<file path="config.mk">
export PLATFORM = sky130hd
export DESIGN_NAME = uart_tx_fifo_flat
export DESIGN_NICKNAME = d
export VERILOG_FILES = /design/src/rtl/rsa_pkg.sv /design/src/rtl/uart_tx_fifo_if.sv /design/src/rtl/sync_fifo_byte.sv /design/src/rtl/uart_tx_fifo.sv /design/src/flat_wrapper.sv
export SDC_FILE = /design/constraint.sdc
export NUM_CORES = 1
export LEC_CHECK = 0
export BUFFER_PORTS_ARGS = -buffer_cell sky130_fd_sc_hd__buf_2
export CORE_AREA = 2 2 147 113
export DETAILED_ROUTE_END_ITERATION = 8
export DIE_AREA = 0 0 149 115
export PLACE_DENSITY_LB_ADDON = 0.3
export SETUP_SLACK_MARGIN = 0.2
export SYNTH_ARGS = -nofsm -noshare
export SYNTH_HDL_FRONTEND = slang
export SYNTH_SLANG_ARGS = --single-unit
</file>
<file path="constraint.sdc">
create_clock -name clk -period 4 [get_ports clk]
set_clock_uncertainty 0.1 [all_clocks]
set_input_delay 0.4 -clock clk [delete_from_list [all_inputs] [get_ports clk]]
set_output_delay 0.4 -clock clk [all_outputs]
set_load 0.02 [all_outputs]
</file>
<file path="src/rtl/rsa_pkg.sv">
// rsa_pkg: sequencer state encoding and uart byte width shared by the uart tx path
package rsa_pkg;
   localparam int BYTE_W = 8;
   typedef enum logic [1:0] {IDLE, LAUNCH, WAIT_START, WAIT_DONE} seq_state_t;
endpackage

</file>
<file path="src/rtl/uart_tx_fifo_if.sv">
// uart_tx_fifo_if: producer-side handshake plus uart launch/status signals of uart_tx_fifo
interface uart_tx_fifo_if #(parameter int ABITS = 4);
   import rsa_pkg::*;
   logic [BYTE_W-1:0] in_byte;
   logic [BYTE_W-1:0] tx_byte;
   logic in_valid;
   logic in_last;
   logic in_ready;
   logic transmit;
   logic is_transmitting;
   logic busy;
   logic overflow;
   logic [ABITS:0] count;
   modport master (
      output in_byte, in_valid, in_last, is_transmitting,
      input in_ready, tx_byte, transmit, busy, count, overflow
   );
   modport slave (
      input in_byte, in_valid, in_last, is_transmitting,
      output in_ready, tx_byte, transmit, busy, count, overflow
   );
endinterface

</file>
<file path="src/rtl/sync_fifo_byte.sv">
// sync_fifo_byte: dual-pointer byte FIFO; pointers wrap naturally, occupancy tracked separately
module sync_fifo_byte
   import rsa_pkg::*;
#(
   parameter int DEPTH = 16,
   parameter int ABITS = 4
) (
   input  logic              clk,
   input  logic              rst,
   input  logic              wr_en,
   input  logic [BYTE_W-1:0] wr_data,
   input  logic              rd_en,
   output logic [BYTE_W-1:0] rd_data,
   output logic [ABITS:0]    count,
   output logic              full,
   output logic              empty
);
   logic [BYTE_W-1:0] mem [DEPTH];
   logic [ABITS-1:0] wp, rp;
   logic do_wr, do_rd;
   assign full = count == (ABITS+1)'(DEPTH);
   assign empty = count == '0;
   assign do_wr = wr_en && !full;
   assign do_rd = rd_en && !empty;
   assign rd_data = mem[rp];
   always_ff @(posedge clk)
      if (do_wr) mem[wp] <= wr_data;
   always_ff @(posedge clk)
      if (rst) begin
         wp <= '0;
         rp <= '0;
         count <= '0;
      end else begin
         if (do_wr) wp <= wp + 1'b1;
         if (do_rd) rp <= rp + 1'b1;
         count <= count + (ABITS+1)'(do_wr) - (ABITS+1)'(do_rd);
      end
endmodule

</file>
<file path="src/rtl/uart_tx_fifo.sv">
// uart_tx_fifo: byte buffer + uart launch sequencer; define UART_TX_CHECKSUM_EN to append
// an XOR checksum byte after every byte written with in_last.
module uart_tx_fifo
   import rsa_pkg::*;
#(
   parameter int DEPTH = 16,
   parameter int ABITS = 4,
   parameter int START_TIMEOUT = 4
) (
   input logic clk,
   input logic rst,
   uart_tx_fifo_if.slave bus
);
   localparam int TW = $clog2(START_TIMEOUT) + 1;
   seq_state_t state, nxt;
   logic [TW-1:0] timer;
   logic [BYTE_W-1:0] wr_data, head, tx_q;
   logic wr_en, rd_en, full, empty, ovf;
   sync_fifo_byte #(.DEPTH(DEPTH), .ABITS(ABITS)) u_fifo (
      .clk(clk), .rst(rst), .wr_en(wr_en), .wr_data(wr_data), .rd_en(rd_en),
      .rd_data(head), .count(bus.count), .full(full), .empty(empty)
   );
`ifdef UART_TX_CHECKSUM_EN
   logic [BYTE_W-1:0] acc, csum;
   logic ins, accept;
   // one slot is always kept free so a last byte can be followed by its checksum
   assign bus.in_ready = !ins && !full && bus.count != (ABITS+1)'(DEPTH-1);
   assign accept = bus.in_valid && bus.in_ready;
   assign wr_en = ins || accept;
   assign wr_data = ins ? csum : bus.in_byte;
   always_ff @(posedge clk)
      if (rst) begin
         acc <= '0;
         csum <= '0;
         ins <= 1'b0;
      end else begin
         ins <= accept && bus.in_last;
         if (accept) begin
            acc <= bus.in_last ? '0 : acc ^ bus.in_byte;
            csum <= acc ^ bus.in_byte;
         end
      end
`else
   logic unused_last;
   assign unused_last = bus.in_last;
   assign bus.in_ready = !full;
   assign wr_en = bus.in_valid && bus.in_ready;
   assign wr_data = bus.in_byte;
`endif
   assign rd_en = state == LAUNCH;
   assign bus.transmit = state == LAUNCH;
   assign bus.busy = !empty || state != IDLE;
   assign bus.overflow = ovf;
   assign bus.tx_byte = tx_q;
   always_comb begin
      nxt = state;
      case (state)
         IDLE:       if (!empty && !bus.is_transmitting) nxt = LAUNCH;
         LAUNCH:     nxt = WAIT_START;
         WAIT_START: if (bus.is_transmitting) nxt = WAIT_DONE;
                     else if (timer == TW'(START_TIMEOUT-1)) nxt = IDLE;
         WAIT_DONE:  if (!bus.is_transmitting) nxt = IDLE;
         default:    nxt = IDLE;
      endcase
   end
   // tx_byte is loaded on entry to LAUNCH so it is already valid while transmit is high
   always_ff @(posedge clk)
      if (rst) begin
         state <= IDLE;
         timer <= '0;
         tx_q <= '0;
         ovf <= 1'b0;
      end else begin
         state <= nxt;
         timer <= state == WAIT_START ? timer + 1'b1 : '0;
         if (state == IDLE && nxt == LAUNCH) tx_q <= head;
         if (bus.in_valid && !bus.in_ready) ovf <= 1'b1;
      end
endmodule

</file>
<file path="src/flat_wrapper.sv">
// flat-port wrapper written by rule: the top's interface ports become plain ports
module uart_tx_fifo_flat import rsa_pkg::*;
#(
   parameter int DEPTH = 16,
   parameter int ABITS = 4,
   parameter int START_TIMEOUT = 4
)
  (clk, rst, bus_in_byte, bus_in_valid, bus_in_last, bus_is_transmitting, bus_in_ready, bus_tx_byte, bus_transmit, bus_busy, bus_count, bus_overflow);
  uart_tx_fifo_if #(.ABITS(ABITS)) bus_i ();
  input logic clk;
  input logic rst;
  input wire logic [$bits(bus_i.in_byte)-1:0] bus_in_byte;
  input wire logic [$bits(bus_i.in_valid)-1:0] bus_in_valid;
  input wire logic [$bits(bus_i.in_last)-1:0] bus_in_last;
  input wire logic [$bits(bus_i.is_transmitting)-1:0] bus_is_transmitting;
  output wire logic [$bits(bus_i.in_ready)-1:0] bus_in_ready;
  output wire logic [$bits(bus_i.tx_byte)-1:0] bus_tx_byte;
  output wire logic [$bits(bus_i.transmit)-1:0] bus_transmit;
  output wire logic [$bits(bus_i.busy)-1:0] bus_busy;
  output wire logic [$bits(bus_i.count)-1:0] bus_count;
  output wire logic [$bits(bus_i.overflow)-1:0] bus_overflow;
  assign bus_i.in_byte = bus_in_byte;
  assign bus_i.in_valid = bus_in_valid;
  assign bus_i.in_last = bus_in_last;
  assign bus_i.is_transmitting = bus_is_transmitting;
  assign bus_in_ready = bus_i.in_ready;
  assign bus_tx_byte = bus_i.tx_byte;
  assign bus_transmit = bus_i.transmit;
  assign bus_busy = bus_i.busy;
  assign bus_count = bus_i.count;
  assign bus_overflow = bus_i.overflow;
  uart_tx_fifo #(.DEPTH(DEPTH), .ABITS(ABITS), .START_TIMEOUT(START_TIMEOUT)) u_core (.clk(clk), .rst(rst), .bus(bus_i));
endmodule
</file>
==> impl_metrics.env <==
export IMPL_route_detailed_drc=0
export IMPL_regArea_um2=4390
export IMPL_grt_pass1_wl_mm=18.8
export IMPL_clkTransAtPathRegs_ps=70
export IMPL_grt_max_degree=28
export IMPL_worstMarginPinSlew_ps=1210
export IMPL_ys_types=32
export IMPL_cts_buffers=17
export IMPL_insertion_delay_ps=410
export IMPL_power_density_nw_per_um2=589
export IMPL_hold_depth=3
export IMPL_cts_resized=0
export IMPL_cts_setup_buffers=0
export IMPL_drv_cap=0
export IMPL_p_leak_nw=2.36
export IMPL_firstDrtPassIters=5
export IMPL_fmax_mhz=318
export IMPL_cts_path_max_buffers=2
export IMPL_syn_avg_cell_area_um2=17.8
export IMPL_irDropWorstVdd_mv=0.314
export IMPL_overflow=0
export IMPL_cp_required_ps=4240
export IMPL_rsz0062_at_grt="no"
export IMPL_fin_cells=606
export IMPL_synthFlopType="edfxtp_1"
export IMPL_placementRows=40
export IMPL_yosys_warnings=0
export IMPL_tns_ps=0
export IMPL_die_area_um2=17100
export IMPL_gp_congestion=0.745
export IMPL_syn_inst=345
export IMPL_grt_antenna_before_repair=0
export IMPL_dp_hpwl_mm=7.66
export IMPL_postSynth_asyncResetShare_pct=0
export IMPL_fp_dieW_um=149
export IMPL_dr_first_iter_drc_count=166
export IMPL_yosys_area_top_type="edfxtp_1"
export IMPL_hold_violations=0
export IMPL_drive_above_1_share_pct=26.3
export IMPL_slew_headroom_pct=19.1
export IMPL_finalCriticalPeriod_ps=3150
export IMPL_synth_top_area_share_pct=62.5
export IMPL_pin_count=30
export IMPL_worst_setup_path_end_kind="flop"
export IMPL_seq_area_frac_synth_pct=71.3
export IMPL_crit_path_start_kind="flop"
export IMPL_path_class="reg -> reg"
export IMPL_cts_tree="done"
export IMPL_postCtsHoldBufs=0
export IMPL_multi_input_area_um2=1640
export IMPL_drv_slew=0
export IMPL_num_vias=3062
export IMPL_dp_cells=574
export IMPL_initial_utilization_pct=39.1
export IMPL_grt_pass1_vias=3083
export IMPL_coreArea_um2=15700
export IMPL_track_usage_pct=15.4
export IMPL_setup_violations=0
export IMPL_period_share_pct=78.7
export IMPL_vias_per_cell=5.05
export IMPL_hp_class="in -> reg"
export IMPL_final_common_cell="edfxtp_1"
export IMPL_arrival_ps=3390
export IMPL_syn_nets=372
export IMPL_layout_common_cells="edfxtp_1 (128), mux4_2 (32), nor2_1 (31)"
export IMPL_reg2reg_depth=12
export IMPL_status="completed"
export IMPL_ys_top_cells_by_area="edfxtp_1 (63%), mux4_2 (12%), dfxtp_1 (8.8%), ha_1 (2.6%), mux2i_1 (2.6%)"
export IMPL_ant_nets=0
export IMPL_clkSinkCount=155
export IMPL_area_growth_pct=16.1
export IMPL_die_height_um=115
export IMPL_nets=410
export IMPL_fillerInstances=1384
export IMPL_root_buffer="clkbuf_16"
export IMPL_portBuffers=28
export IMPL_wl_per_cell_um=20.1
export IMPL_htreeDepth=4
export IMPL_synth_edf_count=128
export IMPL_diodes=0
export IMPL_syn_area_um2=6150
export IMPL_wirelength_mm=12.2
export IMPL_crit_fanout=6
export IMPL_synth_seq_cells=155
## metrics by stage
step                utilization, %  power [mW]  hold WS [ps]  setup slack, ps  area [um2]
floorplan                        -        2.43           298              836        6150
global placement              41.6        2.63           307              982        6540
CTS                           45.4        4.24           137              848        7130
global route                  45.4        4.39           155              601        7130
finish                        45.4        4.20           153              854        7130
detailed placement            41.6        2.65           316              887        6540
## power breakdown
group | total, mW | leakage, nW | internal (mW) | switching [mW]
clock | 1.59 | 0.298 | 0.913 | 0.681
combinational | 0.665 | 0.688 | 0.278 | 0.387
sequential | 1.94 | 1.38 | 1.85 | 0.0926
## sequential cells by signal (all words and copies together), names as in the netlist
name                 cells
u_core.u_fifo.mem      128
u_core.bus.tx_byte       8
u_core.u_fifo.count      5
u_core.u_fifo.rp         4
u_core.u_fifo.wp         4
u_core.timer             3
u_core.state             2
u_core.bus.overflow      1
## worst max-delay path, cell delays in order (launching register included)
cell     delay (ps)
dfxtp_1         330
inv_1            80
ha_1            160
nor4b_2         530
nor2_1          200
ha_1            320
inv_1            40
ha_1            200
fa_1            420
a21oi_1         170
nor2_1           60
or3_1           340
a21oi_1         140
## cell type report
class	instances	area share [%]
Tap cell	210	3.68
Sequential cell	155	61.5
Inverter	11	0.579
Multi-Input combinational cell	161	23.0
Clock inverter	12	1.54
Clock buffer	20	6.86
Timing Repair Buffer	37	2.91
## synthesized netlist by cell type (2+ instances only)
| cell | n |
|---|---|
| or3_1 | 2 |
| dfxtp_1 | 27 |
| buf_2 | 6 |
| nand2_1 | 8 |
| nand3b_1 | 8 |
| and3_1 | 2 |
| nand3_1 | 3 |
| xor2_1 | 3 |
| inv_1 | 11 |
| xnor2_1 | 6 |
| ha_1 | 13 |
| nor3_1 | 5 |
| buf_1 | 2 |
| edfxtp_1 | 128 |
| nor2_1 | 31 |
| nand2b_1 | 3 |
| mux2i_1 | 16 |
| clkbuf_1 | 9 |
| o221ai_1 | 8 |
| mux4_2 | 32 |
| a21oi_1 | 8 |
| nor2b_1 | 2 |
| o21ai_0 | 3 |
## logic make-up after synthesis
kind of cell    count (synthesis)  share of synthesized area [%]
mux                            48                           14.3
fa+ha+maj                      14                           2.97
xor+xnor                        9                           1.28
buf+inv                        29                           2.02
simple gates                   70                           5.90
compound gates                 20                           2.16
flops                         155                           71.3
## worst paths after layout
| kind | start | end | slack, ps |
|---|---|---|---|
| max reg2reg | u_core.u_fifo.count[3] | u_core.u_fifo.count[4] | 850 |
| min | bus_is_transmitting | u_core.state[0] | 150 |
| max | u_core.u_fifo.count[3] | u_core.u_fifo.count[4] | 850 |
| min reg2reg | u_core.timer[0] | u_core.timer[0] | 320 |
## metal layers
metal / wire (um) / GRT usage [%]
met3: 889 / 4.01
met2: 5420 / 22.6
met1: 5730 / 22.9
met5: 0 / 0
met4: 119 / 4.44
(Power assumes the default switching activity.)
